===== src/rtl/acc_req_buffer.sv =====
`default_nettype none
// ============================================================================
//  Module      : acc_req_buffer
//  Description : Request queue and outstanding-transaction tracker that sits
//                between an accelerator dispatcher and the accelerator.
//                Requests are buffered in a registered FIFO (no fall-through)
//                and issued in order. Issue stops while MAX_OUTSTANDING
//                requests are unanswered. Responses pass straight through
//                combinationally and retire outstanding requests.
//  Revision    : 1.0 - initial release
// ----------------------------------------------------------------------------
//  Parameters
//    DEPTH            request queue entries (power of two, >= 2)
//    MAX_OUTSTANDING  issued-but-unanswered limit (>= 1)
//  Ports
//    clk_i               clock, all state on the rising edge
//    rst_i               asynchronous active-high reset
//    disp_req_i/_valid_i/_ready_o     dispatcher -> queue request handshake
//    acc_req_o/_valid_o/_ready_i      queue head -> accelerator handshake
//    acc_resp_i/_valid_i/_ready_o     accelerator response handshake
//    disp_resp_o/_valid_o/_ready_i    response toward the dispatcher
//    outstanding_o       issued-but-unanswered count
//    idle_o              queue empty and nothing outstanding
//    order_err_o         sticky out-of-order response flag
//  Build option
//    ACC_REQ_BUFFER_ORDER_CHECK_EN  when defined, builds a trans_id tracker
//                                   and drives order_err_o; otherwise
//                                   order_err_o is tied low.
// ============================================================================

package acc_req_buffer_pkg;
  typedef logic [3:0] trans_id_t;

  typedef struct packed {
    logic [31:0] insn;
    logic [31:0] rs1;
    trans_id_t   trans_id;
    logic        store_pending;
  } accelerator_req_t;

  typedef struct packed {
    logic [31:0] data;
    logic        error;
    trans_id_t   trans_id;
  } accelerator_resp_t;
endpackage

module acc_req_buffer
  import acc_req_buffer_pkg::*;
#(
  parameter int DEPTH           = 4,
  parameter int MAX_OUTSTANDING = 8
) (
  input  logic                                 clk_i,
  input  logic                                 rst_i,
  input  accelerator_req_t                     disp_req_i,
  input  logic                                 disp_req_valid_i,
  output logic                                 disp_req_ready_o,
  output accelerator_req_t                     acc_req_o,
  output logic                                 acc_req_valid_o,
  input  logic                                 acc_req_ready_i,
  input  accelerator_resp_t                    acc_resp_i,
  input  logic                                 acc_resp_valid_i,
  output logic                                 acc_resp_ready_o,
  output accelerator_resp_t                    disp_resp_o,
  output logic                                 disp_resp_valid_o,
  input  logic                                 disp_resp_ready_i,
  output logic [$clog2(MAX_OUTSTANDING+1)-1:0] outstanding_o,
  output logic                                 idle_o,
  output logic                                 order_err_o
);

  localparam int c_addr_w = $clog2(DEPTH);
  localparam int c_cnt_w  = c_addr_w + 1;
  localparam int c_out_w  = $clog2(MAX_OUTSTANDING + 1);

  localparam logic [c_cnt_w-1:0] c_depth   = c_cnt_w'(DEPTH);
  localparam logic [c_out_w-1:0] c_max_out = c_out_w'(MAX_OUTSTANDING);

  // --------------------------------------------------------------------------
  // Request queue
  // --------------------------------------------------------------------------
  accelerator_req_t    r_mem [DEPTH];
  logic [c_addr_w-1:0] r_wr_ptr;
  logic [c_addr_w-1:0] r_rd_ptr;
  logic [c_cnt_w-1:0]  r_count;
  logic [c_out_w-1:0]  r_outstanding;

  logic w_push;
  logic w_issue;
  logic w_resp_fire;
  logic w_not_empty;
  logic w_can_issue;

  // Ready looks only at the occupancy so the dispatcher never sees a
  // combinational path from the accelerator's ready.
  assign disp_req_ready_o = (r_count < c_depth);
  assign w_push           = disp_req_valid_i && disp_req_ready_o;

  assign w_not_empty     = (r_count != '0);
  assign w_can_issue     = (r_outstanding < c_max_out);
  assign acc_req_valid_o = w_not_empty && w_can_issue;
  assign acc_req_o       = r_mem[r_rd_ptr];
  assign w_issue         = acc_req_valid_o && acc_req_ready_i;

  // Storage is data only; validity is carried by r_count, so no reset needed.
  always_ff @(posedge clk_i) begin
    if (w_push) begin
      r_mem[r_wr_ptr] <= disp_req_i;
    end
  end

  // DEPTH is a power of two, so the pointers wrap by natural overflow.
  always_ff @(posedge clk_i or posedge rst_i) begin
    if (rst_i) begin
      r_wr_ptr <= '0;
      r_rd_ptr <= '0;
      r_count  <= '0;
    end else begin
      if (w_push) begin
        r_wr_ptr <= r_wr_ptr + 1'b1;
      end
      if (w_issue) begin
        r_rd_ptr <= r_rd_ptr + 1'b1;
      end
      case ({w_push, w_issue})
        2'b10:   r_count <= r_count + c_cnt_w'(1);
        2'b01:   r_count <= r_count - c_cnt_w'(1);
        default: r_count <= r_count;
      endcase
    end
  end

  // --------------------------------------------------------------------------
  // Response path and outstanding counter
  // --------------------------------------------------------------------------
  assign disp_resp_o       = acc_resp_i;
  assign disp_resp_valid_o = acc_resp_valid_i;
  assign acc_resp_ready_o  = disp_resp_ready_i;
  assign w_resp_fire       = acc_resp_valid_i && disp_resp_ready_i;

  // An issue can only happen below the limit, so the increment never
  // overflows. A response with nothing outstanding is absorbed silently.
  always_ff @(posedge clk_i or posedge rst_i) begin
    if (rst_i) begin
      r_outstanding <= '0;
    end else if (w_issue && !w_resp_fire) begin
      r_outstanding <= r_outstanding + c_out_w'(1);
    end else if (w_resp_fire && !w_issue && (r_outstanding != '0)) begin
      r_outstanding <= r_outstanding - c_out_w'(1);
    end
  end

  assign outstanding_o = r_outstanding;
  assign idle_o        = !w_not_empty && (r_outstanding == '0);

  // --------------------------------------------------------------------------
  // In-order response checking
  // --------------------------------------------------------------------------
`ifdef ACC_REQ_BUFFER_ORDER_CHECK_EN
  localparam int c_trk_aw = (MAX_OUTSTANDING > 1) ? $clog2(MAX_OUTSTANDING) : 1;
  localparam logic [c_trk_aw-1:0] c_trk_last = c_trk_aw'(MAX_OUTSTANDING - 1);

  trans_id_t           r_trk_mem [MAX_OUTSTANDING];
  logic [c_trk_aw-1:0] r_trk_wr;
  logic [c_trk_aw-1:0] r_trk_rd;
  logic [c_out_w-1:0]  r_trk_cnt;
  logic                r_order_err;

  logic w_trk_empty;
  logic w_trk_full;
  logic w_trk_push;
  logic w_trk_pop;
  logic w_mismatch;

  // MAX_OUTSTANDING need not be a power of two, so wrap explicitly.
  function automatic logic [c_trk_aw-1:0] trk_next(input logic [c_trk_aw-1:0] p);
    return (p == c_trk_last) ? '0 : p + 1'b1;
  endfunction

  assign w_trk_empty = (r_trk_cnt == '0);
  assign w_trk_full  = (r_trk_cnt == c_max_out);
  assign w_trk_pop   = w_resp_fire && !w_trk_empty;
  // A stray response that coincides with an issue at zero outstanding can
  // leave the tracker one ahead of the counter; never write past capacity.
  assign w_trk_push  = w_issue && (!w_trk_full || w_trk_pop);
  assign w_mismatch  = w_resp_fire &&
                       (w_trk_empty || (r_trk_mem[r_trk_rd] != acc_resp_i.trans_id));

  always_ff @(posedge clk_i) begin
    if (w_trk_push) begin
      r_trk_mem[r_trk_wr] <= acc_req_o.trans_id;
    end
  end

  always_ff @(posedge clk_i or posedge rst_i) begin
    if (rst_i) begin
      r_trk_wr    <= '0;
      r_trk_rd    <= '0;
      r_trk_cnt   <= '0;
      r_order_err <= 1'b0;
    end else begin
      if (w_trk_push) begin
        r_trk_wr <= trk_next(r_trk_wr);
      end
      if (w_trk_pop) begin
        r_trk_rd <= trk_next(r_trk_rd);
      end
      case ({w_trk_push, w_trk_pop})
        2'b10:   r_trk_cnt <= r_trk_cnt + c_out_w'(1);
        2'b01:   r_trk_cnt <= r_trk_cnt - c_out_w'(1);
        default: r_trk_cnt <= r_trk_cnt;
      endcase
      // Sticky until reset.
      if (w_mismatch) begin
        r_order_err <= 1'b1;
      end
    end
  end

  assign order_err_o = r_order_err;
`else
  assign order_err_o = 1'b0;
`endif

endmodule

`default_nettype wire


===== config.mk =====
export PLATFORM = sky130hd
export DESIGN_NAME = acc_req_buffer
export DESIGN_NICKNAME = d
export VERILOG_FILES = /design/src/rtl/acc_req_buffer.sv
export SDC_FILE = /design/constraint.sdc
export NUM_CORES = 1
export LEC_CHECK = 0
export BUFFER_PORTS_ARGS = -buffer_cell sky130_fd_sc_hd__buf_2
export CAP_MARGIN = 5
export CORE_MARGIN = 2
export CORE_UTILIZATION = 54
export DETAILED_ROUTE_END_ITERATION = 10
export GPL_TIMING_DRIVEN = 0
export PLACE_DENSITY = 0.8
export SLEW_MARGIN = 20
export SYNTH_ARGS = -nofsm -noshare
export SYNTH_HDL_FRONTEND = slang
export SYNTH_SLANG_ARGS = --single-unit

===== constraint.sdc =====
create_clock -name clk_i -period 5.5 [get_ports clk_i]
set_input_delay 0.275 -clock clk_i [delete_from_list [all_inputs] [get_ports clk_i]]
set_output_delay 0.275 -clock clk_i [all_outputs]
set_load 0.02 [all_outputs]

==> impl_metrics.ini <==
[run]
cap_viol_max_count = 0

[clock_tree]
cts.sinks = 287
cts_tree = built
clk_pin_slew_worst_paths_ns = 0.06
worstSkewPairLatency_ns = 0.54
numCtsBuffers = 28
cts_resized = 0
htreeDepth = 1
cts_buffer_depth = 3
root_buffer = clkbuf_16

[global_routing]
use_met2 = 0.347
track_usage = 0.194
grt_pass1_vias = 6017
grt_max_degree = 42
grt_most_used_layer = met2
grt_use_met3 = 0.0359
antenna_found_initial = 1
grt_pass1_wl_um = 32200
gr-total-overflow = 0
use_met1 = 0.247

[setup_path]
worstReg2RegStart = r_count[0]
crit_type = register to output pin
worstPathMaxFanout = 10
rr_endpoint = outstanding_o[3]
reg2reg_depth = 8
arrival_ns = 2.55
end_kind = output pin
r2r_setup_slack_ns = 3.14
setup.worst_path.start_class = register
required_ns = 5.22

[timing]
fin_crit_ns = 2.83
slew_headroom = 0.542
tns_ns = 0
setup_viol = 0
hold_viol_final = 0
timing.hold.ws_ns = 0.194
finalMaxSlewViolations = 0
post-route-period-util = 0.514
finClkSkew_ns = 0.0156
rsz0062_at_grt = false
fmax_ghz = 0.354
worstMarginPinSlew_ns = 0.686

[synth]
ys_types = 27
synth.area.mux_share = 0.146
synth_area_um2 = 10900
synth_warnings = 0
ys_ff_latch = 287
synth-compound-area-share = 0.00298
synth_xor_xnor_area_share = 0.00641
seq_area_frac_synth = 0.783
syn-num-nets = 587
syn_inst = 466
synth_top_family_by_area = multiplexers
synthAdderAreaFrac = 0.0117
avgSynthCellArea_um2 = 23.5
synth-simple-area-share = 0.0109

[min_path]
hold_path_class = input port to register
min_to = r_rd_ptr[0]
hold_path.startpoint = acc_req_ready_i
min_path_cells = 3

[floorplanning]
die_h_um = 146
rows = 52
die_area_um2 = 21400
start_util = 0.545
core_area_um2 = 20000
die_x_um = 146
io_pins = 228

[pwr]
seq_power_share = 0.410
max-vdd-ir-drop_uv = 375
power.clock.fraction = 0.261
p_sw_uw = 2180
p_comb_frac = 0.329
sw_frac_of_total = 0.314
p_per_area_nw_per_um2 = 499
p_leak_uw = 0.00503
p_int_uw = 4760

[placed_design]
gp_congestion = 0.694
io_buffers = 189
hpwl_um = 12700

[route]
vias = 5511
drtPass1Iterations = 4
drt_wl_total_um = 20600
drt_iter0_drc = 321
via_per_inst = 5.24
wl_per_cell_um = 19.6
drc = 0
drtAntennaViolNets = 0

[status]
status = finished, final reports clean

[final_layout]
final_cell_mix = edfxtp_1 (276), buf_2 (190), dlygate4sd3_1 (70)
regArea_um2 = 8560
final_core_util = 0.694
multi_input_area_um2 = 1960
layout.nets = 880
layout_commonest_cell = edfxtp_1
area_growth_pct = 27.2
nFillCells = 1281
drive_gt1_frac = 0.451
## state kept, by name, indices dropped and copies added (netlist names)
| name | flops |
|---|---|
| outstanding_o | 4 |
| r_count | 3 |
| r_wr_ptr | 2 |
| r_rd_ptr | 2 |
| r_mem | 276 |
## worst max path at each step
stage / from / end / slack, ns / cells after the start
global placement: r_count[2] / r_mem[2][44] / 1.51 / 3
CTS: r_rd_ptr[0] / acc_req_o[65] / 2.58 / 4
detailed placement: r_count[0] / outstanding_o[3] / 3.15 / 8
global route: r_rd_ptr[0] / acc_req_o[65] / 2.52 / 4
finish: r_rd_ptr[0] / acc_req_o[65] / 2.67 / 4
floorplan: r_count[2] / r_mem[0][0] / 2.68 / 3
## power groups by stage
| stage | logic, µW | registers, µW | clock network (µW) |
|---|---|---|---|
| 4_1_cts | 2320 | 2850 | 1840 |
| 2_1_floorplan | 1560 | 2900 | 0 |
| 5_1_grt | 2450 | 2870 | 1930 |
| 3_3_place_gp | 2190 | 2900 | 0 |
| 6_report | 2280 | 2850 | 1810 |
| 3_5_place_dp | 2270 | 2890 | 0 |
## through the flow
step	cells	worst slack (ns)	total power [µW]	area [µm²]
final	1051	2.67	6940	13900
after global routing	1050	2.52	7250	13900
after CTS	1050	2.58	7020	13900
after detailed placement	929	3.15	5170	12300
after global placement	925	1.51	5090	12200
after floorplan	466	2.68	4450	10900
## per-layer routing
layer,vias up,part of all wire
li1,2457,-
met1,2831,0.39
met2,188,0.53
met3,35,0.054
met4,0,0.021
met5,-,0
## cells in the mapped netlist
cell type	n	share of area
a21o_1	2	0.0014
and2_1	4	0.0023
and2_2	1	0.00069
buf_2	1	0.00046
buf_4	46	0.032
clkbuf_1	10	0.0034
conb_1	1	0.00034
dfrtp_1	11	0.025
edfxtp_1	276	0.76
fa_1	2	0.0037
ha_1	7	0.0080
inv_1	8	0.0027
mux2_1	2	0.0021
mux2i_1	2	0.0018
mux4_2	69	0.14
nand2_1	4	0.0014
nand3_1	1	0.00046
nor2_1	3	0.0010
nor2b_1	1	0.00057
nor3_4	1	0.0015
nor3b_4	1	0.0017
nor4_1	1	0.00057
o211ai_1	1	0.00069
o21ai_0	2	0.00092
or4_1	1	0.00069
xnor2_1	5	0.0040
xor2_1	3	0.0024
## final cells by class
class	instances	area share
Antenna cell	1	0.000180
Buffer	57	0.0279
Clock buffer	34	0.0535
Clock inverter	17	0.00909
Inverter	8	0.00216
Multi-Input combinational cell	114	0.141
Sequential cell	287	0.616
Tap cell	270	0.0243
Timing Repair Buffer	263	0.126
## logic make-up after synthesis
family          after synthesis
compound gates                5
buf+inv                      65
xor+xnor                      8
other cells                   1
flops                       287
simple gates                 18
mux                          73
fa+ha+maj                     9
## repair_timing
action                    4_1_cts  5_1_grt
hold endpoints to repair      287        0
hold buffers                   70        0
buffers inserted                0        0
## critical path, stage by stage, from the launching register on
cell      delay (ns)
dfrtp_1         0.32
clkbuf_1        0.51
buf_2           0.43
mux4_2          0.58
buf_2           0.19
Note: power is estimated with default switching activity, not from simulation.
